File: src/rtl/player_hp_tracker_pkg.sv
// Shared game types and default tuning for the player hit-point tracker.
// hp_t is also consumed by the HUD.
package player_hp_tracker_pkg;

  typedef logic [3:0] hp_t;

  typedef enum logic [2:0] {
    IDLE,
    ALIVE,
    INV,
    DYING,
    DEAD
  } hp_state_t;

  localparam int unsigned DEF_HP_MAX      = 5;
  localparam int unsigned DEF_DMG_NORMAL  = 2;
  localparam int unsigned DEF_DMG_DEFEND  = 1;
  localparam int unsigned DEF_INV_STEPS   = 30;
  localparam int unsigned DEF_FLASH_HALF  = 4;
  localparam int unsigned DEF_DYING_STEPS = 60;

  // Wide enough for every step count used by the tracker, including regen.
  localparam int unsigned CNT_W = 10;

endpackage

File: src/rtl/player_hp_tracker_if.sv
// Game-step, hit and status signals between the game core and the hp tracker.
interface player_hp_tracker_if;
  import player_hp_tracker_pkg::*;

  logic step;
  logic start;
  logic isHit;
  logic defend;
  hp_t  hp;
  logic isInv;
  logic isVisible;
  logic isDying;
  logic isDead;

  modport master (
    output step, start, isHit, defend,
    input  hp, isInv, isVisible, isDying, isDead
  );

  modport slave (
    input  step, start, isHit, defend,
    output hp, isInv, isVisible, isDying, isDead
  );
endinterface

File: src/rtl/player_hp_tracker_step_timer.sv
// Loadable down-counter advanced only on game steps; holds at zero and flags it.
module step_timer #(
  parameter int unsigned W = 8
) (
  input  logic         clk,
  input  logic         rst,
  input  logic         en,
  input  logic         load,
  input  logic [W-1:0] load_val,
  output logic         zero
);

  logic [W-1:0] count;

  always_ff @(posedge clk) begin
    if (rst) begin
      count <= '0;
    end else if (load) begin
      count <= load_val;
    end else if (en && count != '0) begin
      count <= count - W'(1);
    end
  end

  assign zero = (count == '0);

endmodule

File: src/rtl/player_hp_tracker.sv
// Player hit points, post-hit invulnerability with blink, and dying/dead sequence.
// Optional HP_REGEN_EN: +1 HP after a run of hit-free ALIVE steps.
module player_hp_tracker
  import player_hp_tracker_pkg::*;
#(
  parameter int unsigned HP_MAX      = DEF_HP_MAX,
  parameter int unsigned DMG_NORMAL  = DEF_DMG_NORMAL,
  parameter int unsigned DMG_DEFEND  = DEF_DMG_DEFEND,
  parameter int unsigned INV_STEPS   = DEF_INV_STEPS,
  parameter int unsigned FLASH_HALF  = DEF_FLASH_HALF,
  parameter int unsigned DYING_STEPS = DEF_DYING_STEPS
) (
  input logic               clk,
  input logic               rst,
  player_hp_tracker_if.slave bus
);

  hp_state_t        state;
  hp_t              hp_q;
  logic             inv_q;
  logic             vis_q;
  logic             dying_q;
  logic             dead_q;
  logic [CNT_W-1:0] flash_cnt;

  hp_t              dmg;
  hp_t              hp_hit;
  logic             take_hit;
  logic             tmr_load;
  logic             tmr_en;
  logic             tmr_zero;
  logic [CNT_W-1:0] tmr_val;

  assign take_hit = bus.step && bus.isHit && !bus.start && (state == ALIVE);

  always_comb begin
    dmg    = bus.defend ? hp_t'(DMG_DEFEND) : hp_t'(DMG_NORMAL);
    hp_hit = (hp_q <= dmg) ? '0 : hp_q - dmg;
  end

  // INV and DYING never overlap, so one timer serves both phases.
  always_comb begin
    tmr_load = 1'b0;
    tmr_val  = '0;
    if (bus.start) begin
      tmr_load = 1'b1;
    end else if (take_hit) begin
      tmr_load = 1'b1;
      tmr_val  = (hp_hit == '0) ? CNT_W'(DYING_STEPS - 1) : CNT_W'(INV_STEPS - 1);
    end
  end

  assign tmr_en = bus.step && ((state == INV) || (state == DYING));

  step_timer #(.W(CNT_W)) u_phase_timer (
    .clk      (clk),
    .rst      (rst),
    .en       (tmr_en),
    .load     (tmr_load),
    .load_val (tmr_val),
    .zero     (tmr_zero)
  );

`ifdef HP_REGEN_EN
  localparam int unsigned REGEN_STEPS = 120;

  logic regen_en;
  logic regen_zero;
  logic regen_tick;
  logic regen_load;

  // A hit on the tick step reloads the timer and the regen is lost.
  assign regen_en   = bus.step && (state == ALIVE);
  assign regen_tick = regen_en && regen_zero && !bus.isHit && !bus.start;
  assign regen_load = bus.start || take_hit || regen_tick;

  step_timer #(.W(CNT_W)) u_regen_timer (
    .clk      (clk),
    .rst      (rst),
    .en       (regen_en),
    .load     (regen_load),
    .load_val (CNT_W'(REGEN_STEPS - 1)),
    .zero     (regen_zero)
  );
`endif

  always_ff @(posedge clk) begin
    if (rst) begin
      state     <= IDLE;
      hp_q      <= hp_t'(HP_MAX);
      inv_q     <= 1'b0;
      vis_q     <= 1'b1;
      dying_q   <= 1'b0;
      dead_q    <= 1'b0;
      flash_cnt <= '0;
    end else if (bus.start) begin
      state     <= ALIVE;
      hp_q      <= hp_t'(HP_MAX);
      inv_q     <= 1'b0;
      vis_q     <= 1'b1;
      dying_q   <= 1'b0;
      dead_q    <= 1'b0;
      flash_cnt <= '0;
    end else if (bus.step) begin
      case (state)
        IDLE: ;
        ALIVE: begin
          if (bus.isHit) begin
            hp_q <= hp_hit;
            if (hp_hit == '0) begin
              state   <= DYING;
              dying_q <= 1'b1;
              vis_q   <= 1'b1;
            end else begin
              state     <= INV;
              inv_q     <= 1'b1;
              vis_q     <= 1'b0;
              flash_cnt <= '0;
            end
          end
`ifdef HP_REGEN_EN
          else if (regen_tick && hp_q < hp_t'(HP_MAX)) begin
            hp_q <= hp_q + hp_t'(1);
          end
`endif
        end
        INV: begin
          if (tmr_zero) begin
            state     <= ALIVE;
            inv_q     <= 1'b0;
            vis_q     <= 1'b1;
            flash_cnt <= '0;
          end else if (flash_cnt == CNT_W'(FLASH_HALF - 1)) begin
            vis_q     <= ~vis_q;
            flash_cnt <= '0;
          end else begin
            flash_cnt <= flash_cnt + CNT_W'(1);
          end
        end
        DYING: begin
          if (tmr_zero) begin
            state   <= DEAD;
            dying_q <= 1'b0;
            dead_q  <= 1'b1;
            vis_q   <= 1'b0;
            hp_q    <= '0;
          end
        end
        DEAD: ;
        default: state <= IDLE;
      endcase
    end
  end

  assign bus.hp        = hp_q;
  assign bus.isInv     = inv_q;
  assign bus.isVisible = vis_q;
  assign bus.isDying   = dying_q;
  assign bus.isDead    = dead_q;

endmodule

File: src/flat_wrapper.sv
// flat-port wrapper written by rule: the top's interface ports become plain ports
module player_hp_tracker_flat import player_hp_tracker_pkg::*;
#(
  parameter int unsigned HP_MAX      = DEF_HP_MAX,
  parameter int unsigned DMG_NORMAL  = DEF_DMG_NORMAL,
  parameter int unsigned DMG_DEFEND  = DEF_DMG_DEFEND,
  parameter int unsigned INV_STEPS   = DEF_INV_STEPS,
  parameter int unsigned FLASH_HALF  = DEF_FLASH_HALF,
  parameter int unsigned DYING_STEPS = DEF_DYING_STEPS
)
  (clk, rst, bus_step, bus_start, bus_isHit, bus_defend, bus_hp, bus_isInv, bus_isVisible, bus_isDying, bus_isDead);
  player_hp_tracker_if bus_i ();
  input logic clk;
  input logic rst;
  input wire logic [$bits(bus_i.step)-1:0] bus_step;
  input wire logic [$bits(bus_i.start)-1:0] bus_start;
  input wire logic [$bits(bus_i.isHit)-1:0] bus_isHit;
  input wire logic [$bits(bus_i.defend)-1:0] bus_defend;
  output wire logic [$bits(bus_i.hp)-1:0] bus_hp;
  output wire logic [$bits(bus_i.isInv)-1:0] bus_isInv;
  output wire logic [$bits(bus_i.isVisible)-1:0] bus_isVisible;
  output wire logic [$bits(bus_i.isDying)-1:0] bus_isDying;
  output wire logic [$bits(bus_i.isDead)-1:0] bus_isDead;
  assign bus_i.step = bus_step;
  assign bus_i.start = bus_start;
  assign bus_i.isHit = bus_isHit;
  assign bus_i.defend = bus_defend;
  assign bus_hp = bus_i.hp;
  assign bus_isInv = bus_i.isInv;
  assign bus_isVisible = bus_i.isVisible;
  assign bus_isDying = bus_i.isDying;
  assign bus_isDead = bus_i.isDead;
  player_hp_tracker #(.HP_MAX(HP_MAX), .DMG_NORMAL(DMG_NORMAL), .DMG_DEFEND(DMG_DEFEND), .INV_STEPS(INV_STEPS), .FLASH_HALF(FLASH_HALF), .DYING_STEPS(DYING_STEPS)) u_core (.clk(clk), .rst(rst), .bus(bus_i));
endmodule
File: config.mk
export PLATFORM = sky130hd
export DESIGN_NAME = player_hp_tracker_flat
export DESIGN_NICKNAME = d
export VERILOG_FILES = /design/src/rtl/player_hp_tracker_pkg.sv /design/src/rtl/player_hp_tracker_if.sv /design/src/rtl/player_hp_tracker_step_timer.sv /design/src/rtl/player_hp_tracker.sv /design/src/flat_wrapper.sv
export SDC_FILE = /design/constraint.sdc
export NUM_CORES = 1
export LEC_CHECK = 0
export CAP_MARGIN = 30
export CORE_AREA = 5 5 79 81
export CTS_BUF_LIST = sky130_fd_sc_hd__clkbuf_4
export DETAILED_ROUTE_END_ITERATION = 6
export DIE_AREA = 0 0 84 86
export MAX_ROUTING_LAYER = met4
export PLACE_DENSITY_LB_ADDON = 0.25
export SLEW_MARGIN = 20
export SYNTH_ARGS = -nofsm -noshare
export SYNTH_HDL_FRONTEND = slang
export SYNTH_SLANG_ARGS = --single-unit
File: constraint.sdc
create_clock -name clk -period 5.6 [get_ports clk]
set_input_delay 1.68 -clock clk [delete_from_list [all_inputs] [get_ports clk]]
set_output_delay 1.68 -clock clk [all_outputs]
set_load 0.1 [all_outputs]
After elaboration in Yosys (flattened, before gate mapping)
Cells that the tools add are included.
{"block": "totals", "reg_bits": 31, "in_bits": 6, "output_inout_bits": 8, "word_cells": 92}
{"block": "classes", "add_sub_neg": 3, "n_lt_le_gt_ge": 1, "eq_ne": 15, "mux": 36, "bitwise": 2, "n_reduce_logical": 26}
{"cell": "2-to-1 mux 10 bit", "n": 8}
{"cell": "AND reduction 5 bit", "n": 5}
{"cell": "one-hot mux 10 bit (2 select lines)", "n": 1}
{"cell": "2-to-1 mux 1 bit", "n": 14}
{"cell": "2-to-1 mux 4 bit", "n": 3}
{"cell": "one-hot mux 3 bit (4 select lines)", "n": 1}
{"cell": "adder 10 x 1 -> 10 bit, second input constant", "n": 1}
{"cell": "== test 10 x 2 -> 1 bit, second input constant", "n": 1}
{"cell": "zero test 10 bit", "n": 1}
{"cell": "nonzero test 10 bit", "n": 1}
{"cell": "subtractor 10 x 1 -> 10 bit, second input constant", "n": 1}
{"cell": "2-to-1 mux 3 bit", "n": 3}
{"cell": "inequality test 3 x 2 -> 1 bit, second input constant", "n": 3}
{"cell": "one-hot mux 4 bit (2 select lines)", "n": 1}
{"cell": "AND reduction 4 bit", "n": 2}
{"cell": "nonzero test 2 bit", "n": 4}
{"cell": "== test 3 x 2 -> 1 bit, second input constant", "n": 2}
{"cell": "2-to-1 mux 6 bit", "n": 1}
{"cell": "inequality test 2 x 1 -> 1 bit, second input constant", "n": 3}
{"cell": "inequality test 2 bit, second input constant", "n": 3}
{"cell": "logical AND 1 bit", "n": 5}
{"cell": "<= comparator 4 bit", "n": 1}
{"cell": "zero test 4 bit", "n": 1}
{"cell": "one-hot mux 1 bit (2 select lines)", "n": 2}
{"cell": "13 further kinds", "n": 15}

Longest topological paths before layout
{"block": "logic_depth", "ltp_word": 9, "depth_mapped": 10}

Hierarchy
A second synthesis with hierarchy kept.
{"block": "hier_totals", "hier_cells": 240, "area_unflattened_um2": 1924.3}
{"module": "player_hp_tracker", "instances": 1, "cells_per_inst": 168, "area_each_um2": 1297.5, "seq_area_each_um2": 420.4}
{"module": "step_timer", "instances": 1, "cells_per_inst": 72, "area_each_um2": 626.9, "seq_area_each_um2": 200.2}

Least setup slack after synthesis
Ideal clock, no wire load.
{"block": "synth_timing", "path_kind": "in2reg", "startpoint": "input bus_defend", "endpoint": "register u_core.flash_cnt[6]", "setup_time_ps": 56, "arrival_time_ps": 3594, "path_slack_ps": 1950, "stages": 9, "path_buffers": 1, "cell_sequence": "ha_1 -> fa_1 -> xnor2_1 -> and3_1 -> a31oi_4 -> or2_1 -> buf_6 -> a21o_4 -> o21ba_4"}
{"block": "synth_between", "elab_chain_cells": 6}
{"item": "start: declaration", "line_no": "flat_wrapper.sv:18", "source": "input wire logic [$bits(bus_i.defend)-1:0] bus_defend;"}
{"item": "2-to-1 mux 2 bit (*)", "line_no": "player_hp_tracker.sv:37", "source": "dmg = bus.defend ? hp_t'(DMG_DEFEND) : hp_t'(DMG_NORMAL);"}
{"item": "subtractor 4 bit or <= comparator 4 bit (tied branches)", "line_no": "player_hp_tracker.sv:38", "source": "hp_hit = (hp_q <= dmg) ? '0 : hp_q - dmg;"}
{"item": "2-to-1 mux 4 bit (*)", "line_no": "player_hp_tracker.sv:38"}
{"item": "zero test 4 bit (*)", "line_no": "player_hp_tracker.sv:110", "source": "if (hp_hit == '0) begin"}
{"item": "inequality test 2 bit (no line) (*)"}
{"item": "AND reduction 4 bit (no line) (*)"}
{"item": "end signal: assignment", "line_no": "player_hp_tracker.sv:137", "source": "flash_cnt <= flash_cnt + CNT_W'(1);"}
{"item": "end: declaration", "line_no": "player_hp_tracker.sv:24", "source": "logic [CNT_W-1:0] flash_cnt;"}
Mark *: on every way between the ends. The rest lies on a longest branch, timed or not.
A chain may end at the register's enable or synchronous reset.

Worst setup path after layout
Ends and elaborated chain as after synthesis.

==> metrics.md <==
| Metric | Value |
|---|---|
| Status | completed |
| Skew final | 15.94 ps |
| Worst min-delay path class | flop to flop |
| Placed insts | 295 |
| Placement Rows | 27 |
| Initial antenna violation count | 0 |
| Critical path arrival | 4150 ps |
| Max frequency | 254.9 MHz |
| Final setup fails | 0 |
| Global-route wire length before repair | 7465 um |
| Total CTS buffers | 5 |
| Worst-path cell chain | clkdlybuf4s50_1 -> ha_1 -> fa_1 -> a21oi_1 -> o2111ai_4 -> a31oi_4 -> or2_1 -> a21o_4 -> o21ba_4 |
| Post-route ant nets | 0 |
| Starting density of the core | 34.07% |
| Max rail drop VDD | 0.0001177 V |
| FF-to-FF Start | u_core.bus.hp[0] |
| Largest delay share family, worst path | compound AO/OA/AOI/OAI gates |
| Clk slew on worst S/H paths | 90 ps |
| Avg WL per Cell | 14.15 um |
| Syn Inst Count | 216 |
| Worst-path maximum fanout | 9 |
| Fin area | 2082 um^2 |
| Vias in the first global route | 1576 |
| Number of synthesized register bits | 31 |
| Slowest stage delay, CP | roughly 440 ps |
| Hold depth | 2 |
| Post-CTS setup buffer count | 0 |
| Slew @ Worst Pin | 974.0 ps |
| Worst slack, placed | around 1300 ps |
| Prevailing post-synth register cell | dfxtp_1 |
| Max_slew headroom | 34.87% |
| PortBufs | 13 |
| Crit path buf inv count | 1 |
| GRT overflow | 0 |
| Total die area | 7224 um^2 |
| # DRC | 0 |
| Asr flop ratio synth | 0% |
| Vias per cell | 5.205 |
| Setup crit start kind | input port |
| Dominant cells by area after synthesis | dfxtp_1, nor2_1, a21oi_1 |
| Hold Crit Endpoint | u_core.bus.isDead |
| Syn_nets | approximately 230 |
| Core footprint | 5405 um^2 |
| CTS Buffer Depth | 2 |
| Clock H-tree levels | 2 |
| Count of non-filler cells in the finished layout | 303 |
| Fin crit period | 3923 ps |
| Die height | 86 um |
| I/O pin cnt | 14 |
| Post-synthesis cell type count | between 50 and 60 |
| Drt initial violations | 31 |
| # diodes | 0 |
| Hpwl dp | 3223 um |
| Period utilization | 70.05% |
| Unrepaired setup endpoints after global routing | no |
| Final core utilization | 38.52% |
| GRT Overall Usage | 13.15% |
| Vias | ~1600 |
| DR pass1 iterations | 4 |
| Proportion of layout cells with a drive suffix above 1 | 9.524% |
| Setup_tns | 0 ps |
| Synthesized area | 1842 um^2 |
| WP data required | 5820 ps |
| Nets | 241 |
| CP endpoint kind | flop |
| Largest net degree at the start of global routing | 22 |
| Latest clock arrival within the worst-skew pair | 330 ps |
| Critical path's slowest cell | clkdlybuf4s50_1 |
| Area share of the largest cell type after synthesis | 33.70% |
| Internal reg-to-reg setup slack | 3080 ps |
| Area grow syn2layout | 13.04% |
| Post-synth EDFFs | 0 |
| Gates resized, CTS repair | 0 |
| Synth Warn # | 0 |
| R2R Path End | u_core.flash_cnt[6] |
| CP Class | input port to flop |
| Leak pwr | 0.6948 nW |
| Clk root buf | clkbuf_4 |
| Power per cell area | 207.4 nW/um^2 |
| R2R cell count | 9 |
| Max-cap violation count | 0 |
| Hold Startpoint | u_core.bus.isDead |
| Final Hold Viols | 0 |
| GPL Wtd Cong | about 0.80 |
| Largest area contributor in the netlist | dfxtp_1 |
| Fill count | slightly below 600 |
| Die width | approximately 84 um |
| Final Slew Violations | 0 |
| Synth Area per Inst | ~8.5 um^2 |
| Setup WS post-layout | between 1500 and 2000 ps |
| Clk sinks | 31 |
| Post-Route WL | roughly 4300 um |
| Placed instance area | 2029 um^2 |
| Sequential area share after synthesis | approximately a third |
| Hold_buf cts | 0 |
| CTS tree | yes |
==> logic make-up (layout without fill, tap and decap cells) <==
| logic type | after synthesis | after routing | share of synthesized area (%) |
|---|---|---|---|
| simple gates | 90 | 90 | 27.85 |
| compound gates | 58 | 58 | 23.98 |
| flops | 31 | 31 | 33.70 |
| buf+inv | 19 | 34 | 4.416 |
| xor+xnor | 12 | 12 | 5.707 |
| fa+ha+maj | 5 | 5 | 3.804 |
| mux | 1 | 1 | 0.5435 |
==> cell usage after synthesis, types with 4 or more instances <==
cell type and n:
a21oi_1 17, o31ai_1 4, dfxtp_1 31, inv_1 13
xnor2_1 9, or3_1 4, o21ai_0 16, and3_1 4
nor2_1 29, ha_1 4, nand2_1 7, nor3_1 12
nand3_1 8
==> tightest hold or removal path: cells and delay by family, from the launching register on <==
family | cells | cell delay, ps
flip-flops | 1 | 320
AO/OA/AOI/OAI | 1 | 50
buffers and inverters | 1 | 40
==> area by class of cell <==
cell class / count / area (um^2) / area share (%)
inverters: 13 / 48.80 / 2.344
repair buffers: 13 / 130.1 / 6.250
well taps: 72 / 90.09 / 4.327
clock inverters: 2 / 7.507 / 0.3606
flip-flops and latches: 31 / 620.6 / 29.81
multi-input cells: 166 / 1140 / 54.75
clock buffers: 6 / 45.04 / 2.163
==> worst max-delay path by stage <==
stage,from,to,slack (ps),cells past startpoint
finish,bus_defend,u_core.flash_cnt[6],1680,9
CTS,bus_defend,u_core.flash_cnt[6],1670,9
global route,bus_defend,u_core.flash_cnt[3],1490,9
global placement,bus_defend,u_core.flash_cnt[6],1360,9
floorplan,bus_defend,u_core.flash_cnt[6],1950,9
detailed placement,bus_defend,u_core.flash_cnt[6],1310,9
==> sequential cells by signal, indices dropped and copies added (netlist names) <==
signal and flops:
u_core.bus.hp 4, u_core.bus.isDead 1, u_core.bus.isDying 1, u_core.bus.isInv 1, u_core.bus.isVisible 1, u_core.flash_cnt 10, u_core.state 3, u_core.u_phase_timer.count 10
==> routing by layer <==
layer  up-vias  track usage, %  share of wire, %
met1       746           15.73                47
met4         0           3.947               1.1
met5         -               -                 0
li1        811               -                 -
met2        14           21.84                49
met3         6           3.362               2.3
==> cells in the final DEF, fill, tap and decap left out, drive strengths merged, types with 5 or more instances in the layout <==
cell | netlist | layout
dfxtp | 31 | 31
nor3 | 12 | 12
clkbuf | 3 | 6
nand2 | 7 | 7
inv | 13 | 13
xnor2 | 9 | 9
o21ai | 16 | 16
a21oi | 17 | 17
nor2 | 29 | 29
o31ai | 5 | 5
clkdlybuf4s50 | 0 | 13
nand3 | 9 | 9
==> through the flow <==
stage | hold slack (ps) | total power, W
global route | 487.2 | 0.0004588
CTS | 455.2 | 0.0004386
global placement | 435.9 | 0.0003078
floorplan | 478.2 | 0.0002891
finish | 449.8 | 0.0004319
detailed placement | 441.4 | 0.0003076
==> where the power goes <==
| group | internal (W) | total (W) | switching (W) |
|---|---|---|---|
| logic | 0.0000276 | 0.0000723 | 0.0000447 |
| registers | 0.000225 | 0.000230 | 0.00000555 |
| clock network | 0.0000513 | 0.000129 | 0.0000778 |
| total | 0.000304 | 0.000432 | 0.000128 |
No activity file was read; power rests on OpenSTA's default activity.
